<file path="src/rtl/pkg_1553.sv">
// Shared types and helpers for the 1553 receive path.
package pkg_1553;

  typedef enum logic [1:0] {StIdle, StData, StDone} state_e;

  localparam int unsigned WORD_BITS = 16;
  localparam int unsigned PAR_BITS  = 1;

  // Samples in one half of the 3-bit-time sync pattern.
  function automatic int unsigned sync_half(input int unsigned osr);
    return (3 * osr) / 2;
  endfunction

  // High when the 17-bit frame (data + parity) fails odd parity.
  function automatic logic odd_parity_err(input logic [WORD_BITS+PAR_BITS-1:0] frame);
    return ~^frame;
  endfunction

endpackage

</file>
<file path="src/rtl/sync_detect_1553.sv">
// Input synchronizers, level/valid sample histories and the sync-pattern matcher.
module sync_detect_1553
  import pkg_1553::*;
#(
  parameter int unsigned OSR      = 8,
  parameter int unsigned EDGE_TOL = 2
) (
  input  logic clk,
  input  logic rst_n,
  input  logic rx_p_i,
  input  logic rx_n_i,
  output logic lvl_o,
  output logic vld_o,
  output logic match_o,
  output logic sync_csw_o
);

  localparam int unsigned M  = sync_half(OSR);
  localparam int unsigned HW = 2 * M;

  logic p_q1, p_q2, n_q1, n_q2;
  logic [HW-1:0] h_q, v_q;

  always_ff @(posedge clk or negedge rst_n) begin
    if (!rst_n) begin
      p_q1 <= 1'b0;
      p_q2 <= 1'b0;
      n_q1 <= 1'b0;
      n_q2 <= 1'b0;
      h_q  <= '0;
      v_q  <= '0;
    end else begin
      p_q1 <= rx_p_i;
      p_q2 <= p_q1;
      n_q1 <= rx_n_i;
      n_q2 <= n_q1;
      h_q  <= {h_q[HW-2:0], p_q2};
      v_q  <= {v_q[HW-2:0], p_q2 ^ n_q2};
    end
  end

  logic first_ok, second_ok, v_ok;

  // Index 0 is the newest sample; the mid-sync edge sits between M and M-1.
  always_comb begin
    first_ok  = 1'b1;
    second_ok = 1'b1;
    v_ok      = 1'b1;
    for (int unsigned i = M + 1; i <= HW - 1 - EDGE_TOL; i++) begin
      if (h_q[i] != h_q[M]) first_ok = 1'b0;
    end
    for (int unsigned i = EDGE_TOL; i <= M - 2; i++) begin
      if (h_q[i] == h_q[M]) second_ok = 1'b0;
    end
    for (int unsigned i = EDGE_TOL; i <= HW - 1 - EDGE_TOL; i++) begin
      if (!v_q[i]) v_ok = 1'b0;
    end
    match_o = (h_q[M-1] != h_q[M]) && first_ok && second_ok && v_ok;
  end

  assign sync_csw_o = h_q[M];
  assign lvl_o      = h_q[0];
  assign vld_o      = v_q[0];

  // Edge-tolerance samples are deliberately never inspected.
  logic unused_hist_bits;
  assign unused_hist_bits = ^{h_q, v_q};

endmodule

</file>
<file path="src/rtl/rx_word_1553.sv">
// MIL-STD-1553 Manchester II word receiver: sync detect, bit decode, parity check.
module rx_word_1553
  import pkg_1553::*;
#(
  parameter int unsigned OSR      = 8,
  parameter int unsigned EDGE_TOL = 2
) (
  input  logic        clk,
  input  logic        rst_n,
  input  logic        rx_en,
  input  logic        rx_p,
  input  logic        rx_n,
  output logic [15:0] rx_dword,
  output logic        rx_csw,
  output logic        rx_dw,
  output logic        rx_perr,
  output logic        rx_dval,
  output logic        rx_merr,
  output logic        rx_busy
);

  localparam int unsigned FrameBits = WORD_BITS + PAR_BITS;
  localparam int unsigned PhW       = $clog2(OSR);
  localparam logic [PhW-1:0] PhA    = PhW'(OSR / 4);
  localparam logic [PhW-1:0] PhB    = PhW'(3 * OSR / 4);
  localparam logic [PhW-1:0] PhLast = PhW'(OSR - 1);
  localparam logic [4:0] LastBit    = 5'(FrameBits - 1);

  logic lvl, vld, match, sync_csw;

  sync_detect_1553 #(
    .OSR      (OSR),
    .EDGE_TOL (EDGE_TOL)
  ) u_sync (
    .clk        (clk),
    .rst_n      (rst_n),
    .rx_p_i     (rx_p),
    .rx_n_i     (rx_n),
    .lvl_o      (lvl),
    .vld_o      (vld),
    .match_o    (match),
    .sync_csw_o (sync_csw)
  );

  state_e                 state_q;
  logic [PhW-1:0]         phase_q;
  logic [4:0]             bit_q;
  logic                   a_q;
  logic                   l_q;
  logic [FrameBits-1:0]   shift_q;

  always_ff @(posedge clk or negedge rst_n) begin
    if (!rst_n) begin
      state_q  <= StIdle;
      phase_q  <= '0;
      bit_q    <= '0;
      a_q      <= 1'b0;
      l_q      <= 1'b0;
      shift_q  <= '0;
      rx_dword <= '0;
      rx_csw   <= 1'b0;
      rx_dw    <= 1'b0;
      rx_perr  <= 1'b0;
      rx_dval  <= 1'b0;
      rx_merr  <= 1'b0;
      rx_busy  <= 1'b0;
    end else begin
      rx_dval <= 1'b0;
      rx_merr <= 1'b0;
      unique case (state_q)
        StIdle: begin
          if (rx_en && match) begin
            l_q     <= sync_csw;
            phase_q <= '0;
            bit_q   <= '0;
            rx_busy <= 1'b1;
            state_q <= StData;
          end
        end
        StData: begin
          phase_q <= phase_q + 1'b1;
          if (!rx_en) begin
            rx_busy <= 1'b0;
            state_q <= StIdle;
          end else if (!vld) begin
            rx_merr <= 1'b1;
            rx_busy <= 1'b0;
            state_q <= StIdle;
          end else if (phase_q == PhB && a_q == lvl) begin
            // No mid-bit transition: not a Manchester bit.
            rx_merr <= 1'b1;
            rx_busy <= 1'b0;
            state_q <= StIdle;
          end else begin
            if (phase_q == PhA) a_q <= lvl;
            if (phase_q == PhB) shift_q <= {shift_q[FrameBits-2:0], a_q};
            if (phase_q == PhLast) begin
              phase_q <= '0;
              if (bit_q == LastBit) begin
                rx_busy <= 1'b0;
                state_q <= StDone;
              end else begin
                bit_q <= bit_q + 5'd1;
              end
            end
          end
        end
        StDone: begin
          state_q <= StIdle;
          if (rx_en) begin
            rx_dword <= shift_q[FrameBits-1:1];
            rx_perr  <= odd_parity_err(shift_q);
            rx_csw   <= l_q;
            rx_dw    <= ~l_q;
            rx_dval  <= 1'b1;
          end
        end
        default: state_q <= StIdle;
      endcase
    end
  end

endmodule
</file>
<file path="config.mk">
export PLATFORM = sky130hd
export DESIGN_NAME = rx_word_1553
export DESIGN_NICKNAME = d
export VERILOG_FILES = /design/src/rtl/pkg_1553.sv /design/src/rtl/sync_detect_1553.sv /design/src/rtl/rx_word_1553.sv
export SDC_FILE = /design/constraint.sdc
export NUM_CORES = 1
export LEC_CHECK = 0
export BUFFER_PORTS_ARGS = -buffer_cell sky130_fd_sc_hd__buf_4
export CAP_MARGIN = 10
export CORE_ASPECT_RATIO = 1.2
export CORE_MARGIN = 2
export CORE_UTILIZATION = 60
export CTS_CLUSTER_DIAMETER = 80
export DETAILED_ROUTE_END_ITERATION = 6
export PLACE_DENSITY_LB_ADDON = 0.2
export RECOVER_POWER = 100
export SYNTH_ARGS = -nofsm -noshare
export SYNTH_HDL_FRONTEND = slang
export SYNTH_HIERARCHICAL = 1
export SYNTH_SLANG_ARGS = --single-unit
</file>
<file path="constraint.sdc">
create_clock -name clk -period 4.05 [get_ports clk]
set_clock_uncertainty 0.1 [all_clocks]
set_input_delay 0.6075 -clock clk [delete_from_list [all_inputs] [get_ports clk]]
set_output_delay 0.6075 -clock clk [all_outputs]
set_load 0.02 [all_outputs]
</file>
## Word level (Yosys, flattened, before mapping)

Cells that the tools add are included.

- Muxes and demuxes: 71
- Equality and inequality tests: 34
- Bitwise gates (word level): 3
- $add $sub $neg: 2
- Reductions and logical operators: 16

Operators with widths:

| operator | count |
|---|---|
| 1-bit 2-to-1 mux | 50 |
| 5-bit 2-to-1 mux | 6 |
| 17-bit XNOR reduction | 1 |
| 3-bit 2-to-1 mux | 5 |
| 2-bit 2-to-1 mux | 6 |
| 1-bit == test | 10 |
| 1-bit != test | 10 |
| 2-bit != test (second input constant) | 5 |
| 5-bit != test (second input constant) | 2 |
| 5-bit one-hot mux with 2 select lines | 1 |
| 5-bit AND reduction | 2 |
| 7-bit AND reduction | 1 |
| 3-bit == test (second input constant) | 2 |
| 3-bit one-hot mux with 2 select lines | 1 |
| 2-bit AND reduction | 3 |
| 5-bit by 1-bit adder with 5-bit output (second input constant) | 1 |
| 5-bit == test (second input constant) | 1 |
| 1-bit logical AND | 5 |
| 2-bit one-hot mux with 2 select lines | 1 |
| 4-bit AND reduction | 1 |
| 3-bit by 1-bit adder with 3-bit output (second input constant) | 1 |
| 3-bit by 2-bit == test with 1-bit output (second input constant) | 1 |
| 3-bit AND reduction | 1 |
| 2-bit by 1-bit == test with 1-bit output (second input constant) | 1 |
| 7 further kinds | 8 |

- Flip-flop bits (word level): 99
- Input bits: 5
- Output and inout port bits: 22

## Depth between registers and ports, before layout

Gate-level depths: netlist of run 1.

- Word-level depth: 24
- Depth in mapped cells: 8
- Mapped depth without buffers: 8

## Cells and area by module

Netlist of run 1, hierarchy kept.

By module, submodules not included:

| module | cells an instance | instances | area each (µm²) | sequential area each (µm²) |
|---|---|---|---|---|
| rx_word_1553 | 174 | 1 | 2328.5 | 1276.2 |
| sync_detect_1553 | 74 | 1 | 1371.3 | 1201.2 |

## Least setup slack after synthesis of run 1

OpenSTA, ideal clock, no wires.

- Path type: reg-to-reg
- Start: reg u_sync.h_q[12]
- End: reg l_q
- Required time: 3.825 ns
- Slack: 1.934 ns
- Library setup time: 0.125 ns
- Buffers on the path: 0
- Period minus slack after synthesis: 2.116 ns
- Stages on the path, launching flop included: 7
- Data arrival time: 1.891 ns
- Cell sequence: dfrtp_1 nor4_1 a31oi_1 nor3_1 nand2_1 nor3_1 mux2_2

- Longest elaborated chain between the ends: 15

RTL lines:

| item | RTL line | RTL |
|---|---|---|
| start: declaration | sync_detect_1553.sv:22 | `logic [HW-1:0] h_q, v_q;` |
| start signal: assignment | sync_detect_1553.sv:37 | `h_q <= {h_q[HW-2:0], p_q2};` |
| 1-bit != test | sync_detect_1553.sv:50 | `if (h_q[i] != h_q[M]) first_ok = 1'b0;` |
| 1-bit 2-to-1 mux (9 in series) | sync_detect_1553.sv:50 |  |
| 1-bit logical AND | sync_detect_1553.sv:58 | `match_o = (h_q[M-1] != h_q[M]) && first_ok && second_ok && v_ok;` |
| 1-bit logical AND (*) (2 in series) | sync_detect_1553.sv:58 |  |
| via match | rx_word_1553.sv:29 | `logic lvl, vld, match, sync_csw;` |
| 1-bit logical AND (*) | rx_word_1553.sv:72 | `if (rx_en && match) begin` |
| 2-bit AND reduction (no source line) (*) | -- |  |
| end signal: assignment | rx_word_1553.sv:73 | `l_q <= sync_csw;` |
| end: declaration | rx_word_1553.sv:49 | `logic l_q;` |

Mark *: on every way through the listed nets, which the timed path passes. The rest lies on a longest branch.
A chain may end at the register's enable or synchronous reset.

## Worst setup path in the final report of run 1

- Start: reg phase_q[0]
- End: reg shift_q[8]

- Longest elaborated chain between the ends: 4

RTL lines:

| item | RTL line | RTL |
|---|---|---|
| start: declaration | rx_word_1553.sv:46 | `logic [PhW-1:0] phase_q;` |
| start signal: assignment | rx_word_1553.sv:81 | `phase_q <= phase_q + 1'b1;` |
| 3-bit == test (*) | rx_word_1553.sv:89, rx_word_1553.sv:96 |  |
| 1-bit logical AND | rx_word_1553.sv:89 | `end else if (phase_q == PhB && a_q == lvl) begin` |
| 1-bit NOT (no source line) | -- |  |
| 5-bit AND reduction (no source line) (*) | -- |  |
| end signal: assignment | rx_word_1553.sv:96 | `if (phase_q == PhB) shift_q <= {shift_q[FrameBits-2:0], a_q};` |
| end: declaration | rx_word_1553.sv:50 | `logic [FrameBits-1:0] shift_q;` |

Every way passes the cells marked *; elsewhere a longest branch is shown, timed or not.

==> results of run 1 <==
[cell usage after synthesis, types with 4 or more instances]
cell	count
dfrtp_1	99
ha_1	5
inv_1	6
nand4_1	9
mux2_4	10
nor3_1	6
nor2_1	9
mux2_2	25
xor2_1	4
xnor2_1	14
nand2_1	15
a21oi_1	6
o21ai_0	5
[layout make-up]
| cell class | instances | area [sq um] | share of cell area |
|---|---|---|---|
| Timing Repair Buffer | 27 | 118 | 0.0292 |
| Clock buffer | 10 | 138 | 0.0342 |
| Tap cell | 82 | 103 | 0.0255 |
| Sequential cell | 99 | 2480 | 0.616 |
| Multi-Input combinational cell | 138 | 1100 | 0.273 |
| Inverter | 6 | 22.5 | 0.00560 |
| Clock inverter | 6 | 65.1 | 0.0162 |
[layer usage]
metal,track usage,up-vias
met5,0,-
met4,0.101,0
met3,0.0471,14
met2,0.270,40
met1,0.265,1013
li1,-,944
[critical path, delay by kind of cell, from the launching register on]
family,cells,cell delay (ps)
compound gates,1,270
fa+ha+maj,1,240
buf+inv,1,70
flops,1,450
mux,1,610
simple gates,2,860
[state kept, by name (all words and copies together), names as in the netlist, 2 cells and up]
signal,count
shift_q,17
bit_q,5
rx_dword,16
phase_q,3
u_sync/v_q,22
u_sync/h_q,22
state_q,2
[final timing paths]
| path | startpoint | end | slack (ps) | depth (start not counted) |
|---|---|---|---|---|
| max in group asynchronous | rst_n | a_q$_DFFE_PN0P_ | 2140 | 2 |
| worst max register to register | phase_q[0]$_DFFE_PN0P_ | shift_q[8]$_DFFE_PN0P_ | 1330 | 6 |
| worst max-delay path | phase_q[0]$_DFFE_PN0P_ | shift_q[8]$_DFFE_PN0P_ | 1330 | 6 |
| worst min-delay path | u_sync/v_q[1]$_DFF_PN0_ | u_sync/v_q[2]$_DFF_PN0_ | 250 | 0 |
| worst min register to register | u_sync/v_q[1]$_DFF_PN0_ | u_sync/v_q[2]$_DFF_PN0_ | 250 | 0 |
| min in group asynchronous | rst_n | u_sync/h_q[18]$_DFF_PN0_ | 570 | 1 |
[cell usage in the layout (no fill, tap or decap), types with 3 or more instances in the layout]
master	synthesis	final
a21oi_1	6	6
xnor2_1	14	14
nor3_1	6	6
clkbuf_8	0	10
nand4b_1	3	3
ha_1	5	5
xor2_1	4	4
a31oi_1	3	3
mux2_1	0	10
clkbuf_1	0	22
nand2_1	15	15
o21ai_0	5	6
inv_1	6	6
nor2_1	9	9
dfrtp_1	99	99
nand3_1	3	3
mux2_2	25	25
nand4_1	9	10
[where the power goes]
| part | internal, uW | leakage [uW] | total (uW) | switching (uW) |
|---|---|---|---|---|
| Combinational | 8.43 | 0.000515 | 32.3 | 23.8 |
| Clock | 302 | 0.000102 | 625 | 322 |
| Sequential | 1020 | 0.00125 | 1050 | 23.3 |
| Total | 1330 | 0.00187 | 1700 | 370 |
[logic make-up (layout without fill, tap and decap cells)]
| logic type | Yosys count | after routing | synth area share |
|---|---|---|---|
| adder cells (fa/ha/maj) | 5 | 5 | 0.0169 |
| multiplexers | 35 | 35 | 0.117 |
| XOR/XNOR | 20 | 20 | 0.0531 |
| AND/OR/NAND/NOR | 55 | 55 | 0.0856 |
| AO/OA/AOI/OAI | 23 | 23 | 0.0413 |
| buffers and inverters | 11 | 49 | 0.0169 |
| flip-flops | 99 | 99 | 0.670 |
[metrics by stage]
stage / hold slack, ps / cell area, sq um
CTS: 233 / 4170
floorplan: 212 / 3700
detailed placement: 240 / 3970
global route: 253 / 4020
finish: 254 / 4020
global placement: 232 / 3970
==> metrics, run 1 <==
Skew-Pair Late Insertion Delay=360 ps; DRC=0; critical path's largest stage delay=740 ps; Die X-Extent=75.7 microns; Total Die Area=roughly 6800 sq um; critical path fanouts, max=17; Worst Setup Path Type=reg2reg; vias in the first global route=between 2,000 and 2,500; setup tns final=0 ps; CP max stage cell=nand4_1; M1 WL=~2500 microns; Critical Path RT=between 4000 and 5000 ps; CTS tree=built; ANT nets after route=0; clk slew on worst S/H paths=90 ps; total global routing overflow=0; Finished Layout Cells=roughly 370; post-synthesis async set-or-reset flop share=1.00; worst vdd ir=0.000288 V; GRT Util Overall=0.189; RSZ-0062 raised after global routing=false; largest net degree at the start of global routing=72; GPL Wtd Cong=0.754; syn_nets=258; nets@finish=291; DR pass1 iterations=4; max-slew violations=72; Slew headroom=-0.0969; Iter 0 DRT Violations=slightly above 80; fin crit share=0.671; port bufs=26; number of diodes=0; crit path time final=2720 ps; Top-Level Pins=27; Max Buffers Root-to-Sink=2; # clock sinks=99; CP cell instances=inv_1, ha_1, nand2_1, o21a_1, nand4_1, mux2_1; initial antenna violation count=0; Post-synth EDFFs=0; worst slew pin tran=roughly 1600 ps; biggest area consumer among synthesized cells=dfrtp_1; dpl ws=1600 ps; failing checks=max-capacitance violations, max-slew violations; Post-Synthesis Cells=248; Main synth FF type=dfrtp_1; global-route wire length before repair=about 9500 microns; HPWL Detailed=3610 microns; num rows=31; CTS Hold Bufs=0; cell area after synthesis=3700 sq um; Avg Cell Area, Syn=between 10 and 15 sq um; top sig layer=met4; CTS Buf Count=9; PD cells=424 nW/um^2; Starting Density=0.615; status=finished with violations; Post-CTS Setup Inserts=0; Yosys cell types=37; top cell type's share of synthesized area=0.670; # setup viols final=0; CTS HTree Levels=3; post-layout power=1700 uW; share of cells above drive strength 1=0.175; MaxCap Viol Count=1; cts repair resizes=0; Via Count=2,011; final worst slack=roughly 1300 ps; WL/cell=14.7 microns; met3 WL=199 microns; clock root buffer master=clkbuf_8; filler cell count=454; Synth Warn #=6; f_max=368 MHz; vias per cell=approximately 5.5; HP Class=reg2reg; core area=~6000 sq um; Detail Route met2 WL=2510 microns; final wirelength=5410 microns; register bit count reported by yosys=99; Leak Pwr=between 0.0015 and 0.002 uW; dpl cells=352; chip height=90.0 microns; ranking of synthesized cells by area=dfrtp_1 67%, mux2_2 7.6%, mux2_4 4.1%, xnor2_1 3.3%, ha_1 1.7%; Fin. Hold Viols=0; area grow syn2layout=8.73%; CP Launch Type=flop; Crit. End Element=flop; register area share after synthesis=0.670; crit path DAT=2850 ps; post-layout util=0.669
No activity file was read; power rests on OpenSTA's default activity.
==> run 2: changes to the inputs <==
--- a/config.mk
+++ b/config.mk
@@ -9,7 +9,7 @@
 export CAP_MARGIN = 10
 export CORE_ASPECT_RATIO = 1.2
 export CORE_MARGIN = 2
-export CORE_UTILIZATION = 60
+export CORE_UTILIZATION = 59
 export CTS_CLUSTER_DIAMETER = 80
 export DETAILED_ROUTE_END_ITERATION = 6
 export PLACE_DENSITY_LB_ADDON = 0.2
==> constraint.sdc (replaced) <==
create_clock -name clk -period 2.8 [get_ports clk]
set_clock_uncertainty 0.1 [all_clocks]
set_input_delay 0.42 -clock clk [delete_from_list [all_inputs] [get_ports clk]]
set_output_delay 0.42 -clock clk [all_outputs]
set_load 0.02 [all_outputs]
==> metrics, run 2 (synthesis results as in run 1) <==
HPWL Detailed=3840 microns (was 3610 microns); CP cell instances=inv_1, ha_1, nand2_1, o21a_1, nand4_2, mux2_1 (was inv_1, ha_1, nand2_1, o21a_1, nand4_1, mux2_1); Via Count=1,997 (was 2,011); RSZ-0062 raised after global routing=false (unchanged); final wirelength=5640 microns (was 5410 microns); met3 Track Usage GR=0.0330 (was 0.0471); vias in the first global route=2,073 (was 2,005); total global routing overflow=0 (unchanged); WL/cell=15.2 microns (was 14.7 microns); crit path DAT=2500 ps (was 2850 ps); DRC=0 (unchanged); crit path time final=2360 ps (was 2720 ps); worst vdd ir=0.000383 V (was 0.000288 V); initial antenna violation count=0 (unchanged); Finished Layout Cells=371 (was 368); largest registers=u_sync/h_q (22), u_sync/v_q (22), shift_q (17) (unchanged); core area=6050 sq um (was 6010 sq um); crit path buf inv count=1 (unchanged); Worst Setup Path Type=reg2reg (unchanged); share of cells above drive strength 1=0.173 (was 0.175); CP max stage cell=nand4_2 (was nand4_1); commonest non-fill, non-tap cell in the layout=dfrtp_1 (unchanged); commonest cells after routing, fill and taps aside=99 x dfrtp_1, 25 x mux2_2, 25 x clkbuf_1 (was 99 x dfrtp_1, 25 x mux2_2, 22 x clkbuf_1); num rows=31 (unchanged); Iter 0 DRT Violations=151 (was 83); CTS HTree Levels=3 (unchanged); # setup viols final=0 (unchanged); Clk pwr share=0.361 (was 0.367); Fin. Hold Viols=0 (unchanged); status=finished, final reports clean (was finished with violations); Comb power frac=0.020 (was 0.019); CTS Hold Bufs=1 (was 0); Total Die Area=6920 sq um (was 6810 sq um); cell internal pwr=1910 uW (was 1330 uW); HP Class=in2reg (was reg2reg); f_max=424 MHz (was 368 MHz); area of the multi-input gates=1110 sq um (was 1100 sq um); Post-CTS Setup Inserts=0 (unchanged); area grow syn2layout=9.13% (was 8.73%); Sw Share=0.221 (was 0.217); global-route wire length before repair=9890 microns (was 9500 microns); CP delay by family, top=simple AND/OR/NAND/NOR gates (unchanged); Most Crowded Layer GR=met2 (unchanged); M1 GR Usage=0.255 (was 0.265); worst slew pin tran=1170 ps (was 1650 ps); Skew-Pair Late Insertion Delay=350 ps (was 360 ps); switching power=539 uW (was 370 uW); Top-Level Pins=27 (unchanged); filler cell count=474 (was 454); ANT nets after route=0 (unchanged); number of diodes=0 (unchanged); DR pass1 iterations=4 (unchanged); Critical Path RT=2940 ps (was 4180 ps); dpl cells=354 (was 352); fin crit share=0.842 (was 0.671); port bufs=26 (unchanged); critical path fanouts, max=17 (unchanged); Slew headroom=0.220 (was -0.0969); post-layout power=2450 uW (was 1700 uW); Starting Density=0.611 (was 0.615); chip height=90.7 microns (was 90.0 microns); GRT Util Overall=0.186 (was 0.189); cts repair resizes=0 (unchanged); critical path's largest stage delay=510 ps (was 740 ps); clk slew on worst S/H paths=90 ps (about the same); GPL Wtd Cong=0.783 (was 0.754); CP Launch Type=flop (unchanged); largest net degree at the start of global routing=64 (was 72); PD cells=606 nW/um^2 (was 424 nW/um^2); max-slew violations=0 (was 72); Die X-Extent=76.3 microns (was 75.7 microns); nets@finish=294 (was 291); Reg area=2480 sq um (unchanged); CTS tree=built (unchanged); clock root buffer master=clkbuf_8 (unchanged); vias per cell=5.38 (was 5.46); setup tns final=0 ps (unchanged); MaxCap Viol Count=0 (was 1); # clock sinks=99 (unchanged); Leak Pwr=0.00187 uW (about the same); Crit. End Element=flop (unchanged); met2 usage=0.286 (was 0.270); CTS Buf Count=9 (unchanged); sequential share of power=0.620 (was 0.614); Max Buffers Root-to-Sink=2 (unchanged)
-- run 2: power groups by stage --
stage / Combinational [uW] / Clock (uW) / Sequential, uW
2_1_floorplan: 15.8 / 0 / 1530
3_3_place_gp: 53.9 / 0 / 1540
3_5_place_dp: 54.5 / 0 / 1540
4_1_cts: 55.8 / 905 / 1520
5_1_grt: 57.8 / 969 / 1520
6_report: 47.8 / 883 / 1520
-- run 2: worst reg2reg max path, cell delays in order, from the launching register on --
cell and delay (ps):
dfrtp_1 440, inv_1 70, ha_1 240, nand2_1 120, o21a_1 260, nand4_2 510, mux2_1 520
-- run 2: area by class of cell --
| class | count | share of cell area |
|---|---|---|
| Sequential cell | 99 | 0.614 |
| Multi-Input combinational cell | 138 | 0.274 |
| Timing Repair Buffer | 30 | 0.0335 |
| Clock buffer | 10 | 0.0316 |
| Tap cell | 82 | 0.0254 |
| Clock inverter | 6 | 0.0164 |
| Inverter | 6 | 0.00558 |
-- run 2: through the flow --
step                hold WS [ps]  worst slack, ps  area (sq um)   util
CTS                         51.5              609          4200  0.694
finish                      89.4              441          4040  0.667
global placement             235              639          3990  0.660
global route                73.2              177          4040  0.667
floorplan                   24.4              684          3700      -
detailed placement           235              634          3990  0.660
-- run 2: path summary, 6_finish.rpt --
path | from | to | slack (ps) | depth (start not counted)
worst max-delay path | phase_q[0]$_DFFE_PN0P_ | shift_q[14]$_DFFE_PN0P_ | 440 | 6
worst min-delay path | rx_p | u_sync/p_q1$_DFF_PN0_ | 90 | 1
worst max register to register | phase_q[0]$_DFFE_PN0P_ | shift_q[14]$_DFFE_PN0P_ | 440 | 6
worst min register to register | u_sync/v_q[1]$_DFF_PN0_ | u_sync/v_q[2]$_DFF_PN0_ | 250 | 0
max in group asynchronous | rst_n | rx_dword[15]$_DFFE_PN0P_ | 600 | 3
min in group asynchronous | rst_n | u_sync/h_q[13]$_DFF_PN0_ | 620 | 2
-- run 2: routing by layer --
layer  up-vias  routed length, microns  part of all wire
met5         -                       0                 0
li1        944                       -                 -
met4         0                     134             0.024
met2        34                    2720              0.48
met1      1010                    2610              0.46
met3         9                     176             0.031
==> run 3: changes to the inputs <==
--- a/config.mk
+++ b/config.mk
@@ -9,7 +9,7 @@
 export CAP_MARGIN = 10
 export CORE_ASPECT_RATIO = 1.2
 export CORE_MARGIN = 2
-export CORE_UTILIZATION = 59
+export CORE_UTILIZATION = 53
 export CTS_CLUSTER_DIAMETER = 80
 export DETAILED_ROUTE_END_ITERATION = 6
 export PLACE_DENSITY_LB_ADDON = 0.2
==> constraint.sdc (replaced) <==
create_clock -name clk -period 2.1 [get_ports clk]
set_clock_uncertainty 0.1 [all_clocks]
set_input_delay 0.315 -clock clk [delete_from_list [all_inputs] [get_ports clk]]
set_output_delay 0.315 -clock clk [all_outputs]
set_load 0.02 [all_outputs]
==> metrics, run 3 (synthesis results as in run 1) <==
status=finished, final reports clean (unchanged); clk slew on worst S/H paths=90 ps (about the same); crit path DAT=2130 ps (was 2500 ps); worst slew pin tran=953 ps (was 1170 ps); Fin. Hold Viols=0 (unchanged); dpl cells=365 (was 354); post-layout power=3210 uW (was 2450 uW); vias per cell=5.31 (was 5.38); share of cells above drive strength 1=0.255 (was 0.173); CTS tree=built (unchanged); nets@finish=303 (was 294); commonest cells after routing, fill and taps aside=99 x dfrtp_1, 25 x mux2_2, 22 x clkbuf_1 (was 99 x dfrtp_1, 25 x mux2_2, 25 x clkbuf_1); worst vdd ir=0.000435 V (was 0.000383 V); Hold WS=79.7 ps (was 89.4 ps); largest net degree at the start of global routing=39 (was 64); f_max=503 MHz (was 424 MHz); cell internal pwr=2460 uW (was 1910 uW); CP max stage cell=dfrtp_1 (was nand4_2); RSZ-0062 raised after global routing=true (was false); DR pass1 iterations=4 (unchanged); port bufs=26 (unchanged); Finished Layout Cells=385 (was 371); commonest non-fill, non-tap cell in the layout=dfrtp_1 (unchanged); global-route wire length before repair=9980 microns (was 9890 microns); design area=4230 sq um (was 4040 sq um); final wirelength=5900 microns (was 5640 microns); clock root buffer master=clkbuf_8 (unchanged); Skew-Pair Late Insertion Delay=350 ps (about the same); CP Launch Type=flop (unchanged); most used cell, CP=buf_4; core area=6810 sq um (was 6050 sq um); critical path's largest stage delay=440 ps (was 510 ps); total global routing overflow=0 (unchanged); GPL Wtd Cong=0.760 (was 0.783); Max Buffers Root-to-Sink=2 (unchanged); HP Class=in2reg (unchanged); Iter 0 DRT Violations=114 (was 151); crit path buf inv count=2 (was 1); final worst slack=110 ps (was 441 ps); MaxCap Viol Count=0 (unchanged); fin crit share=0.948 (was 0.842); Starting Density=0.543 (was 0.611); switching power=757 uW (was 539 uW); CTS HTree Levels=3 (unchanged); CP delay by family, top=simple AND/OR/NAND/NOR gates (unchanged); num rows=33 (was 31); Worst Setup Path Type=reg2reg (unchanged); DRC=0 (unchanged); Crit. End Element=flop (unchanged); Slew headroom=0.364 (was 0.220); dpl ws=80.1 ps (was 634 ps); Clk pwr share=0.346 (was 0.361); CTS Buf Count=9 (unchanged); # clock sinks=99 (unchanged); GRT Util Overall=0.172 (was 0.186); initial antenna violation count=0 (unchanged); placed cell areas=4070 sq um (was 3990 sq um); Die X-Extent=80.3 microns (was 76.3 microns); Top-Level Pins=27 (unchanged); crit path time final=1990 ps (was 2360 ps); Total Die Area=7670 sq um (was 6920 sq um); ANT nets after route=0 (unchanged); largest registers=u_sync/h_q (22), u_sync/v_q (22), shift_q (17) (unchanged); # setup viols final=0 (unchanged); CP cell instances=nand4b_1, nor3_2, a31oi_1, nor3_1, buf_4, nor2b_4, a41oi_1, nor3b_2, buf_4, o21ai_0 (was inv_1, ha_1, nand2_1, o21a_1, nand4_2, mux2_1); HPWL Detailed=3970 microns (was 3840 microns); Sw Share=0.236 (was 0.221); number of diodes=0 (unchanged); Leak Pwr=0.00197 uW (was 0.00187 uW); PD cells=760 nW/um^2 (was 606 nW/um^2); chip height=95.5 microns (was 90.7 microns); area grow syn2layout=14.2% (was 9.13%); Comb power frac=0.025 (was 0.020); WL/cell=15.3 microns (was 15.2 microns); sequential share of power=0.629 (was 0.620); max-slew violations=0 (unchanged); Critical Path RT=2240 ps (was 2940 ps); vias in the first global route=2,114 (was 2,073); critical path fanouts, max=6 (was 17); Via Count=2,046 (was 1,997)
## run 3: per-layer routing
metal	vias up	share of wire	global-route usage
li1	953	-	-
met1	1059	0.47	0.228
met2	24	0.49	0.276
met3	10	0.023	0.0341
met4	0	0.017	0.0791
met5	-	0	0
## run 3: cell type report
class	count	area (sq um)
fill	544	2590
sequential	99	2480
multi-input combinational	138	1190
timing repair buffer	39	248
clock buffer	9	124
tap	87	109
clock inverter	7	57.6
inverter	6	22.5
## run 3: per-stage QoR
step	setup TNS, ps	util
finish	0	0.620
global route	-144	0.620
CTS	0	0.629
detailed placement	0	0.598
global placement	0	0.598
floorplan	0	-
## run 3: power groups by stage
stage / Sequential (uW) / Combinational [uW] / Clock [uW]
floorplan: 2040 / 21.1 / 0
global placement: 2060 / 79.2 / 0
detailed placement: 2060 / 80.5 / 0
CTS: 2020 / 85.6 / 1160
global route: 2030 / 93.1 / 1240
finish: 2020 / 81.0 / 1110
## run 3: path summary, 6_finish.rpt
kind                       slack [ps]                      from                     end  cells past startpoint
max in group asynchronous         480                     rst_n       rx_merr$_DFF_PN0_                      3
hold / removal                     80                     rx_en  phase_q[0]$_DFFE_PN0P_                      2
setup / recovery                  110  u_sync/h_q[12]$_DFF_PN0_    bit_q[1]$_DFFE_PN0P_                     10
setup reg to reg                  110  u_sync/h_q[12]$_DFF_PN0_    bit_q[1]$_DFFE_PN0P_                     10
min in group asynchronous         540                     rst_n  phase_q[1]$_DFFE_PN0P_                      2
hold reg to reg                   260     u_sync/p_q1$_DFF_PN0_   u_sync/p_q2$_DFF_PN0_                      0
## run 3: repair_timing
action	in CTS	in global routing
gates resized for setup	0	4
hold buffers	3	0
endpoints found under the hold margin	37	0
endpoints found under the setup margin	0	5
buffers inserted	0	1
## run 3: worst register-to-register path, cell delays in order, from the launching register on
cell      delay (ps)
dfrtp_1          440
nand4b_1         220
nor3_2           150
a31oi_1           60
nor3_1           180
buf_4            150
nor2b_4          120
a41oi_1           50
nor3b_2          210
buf_4            140
o21ai_0           60
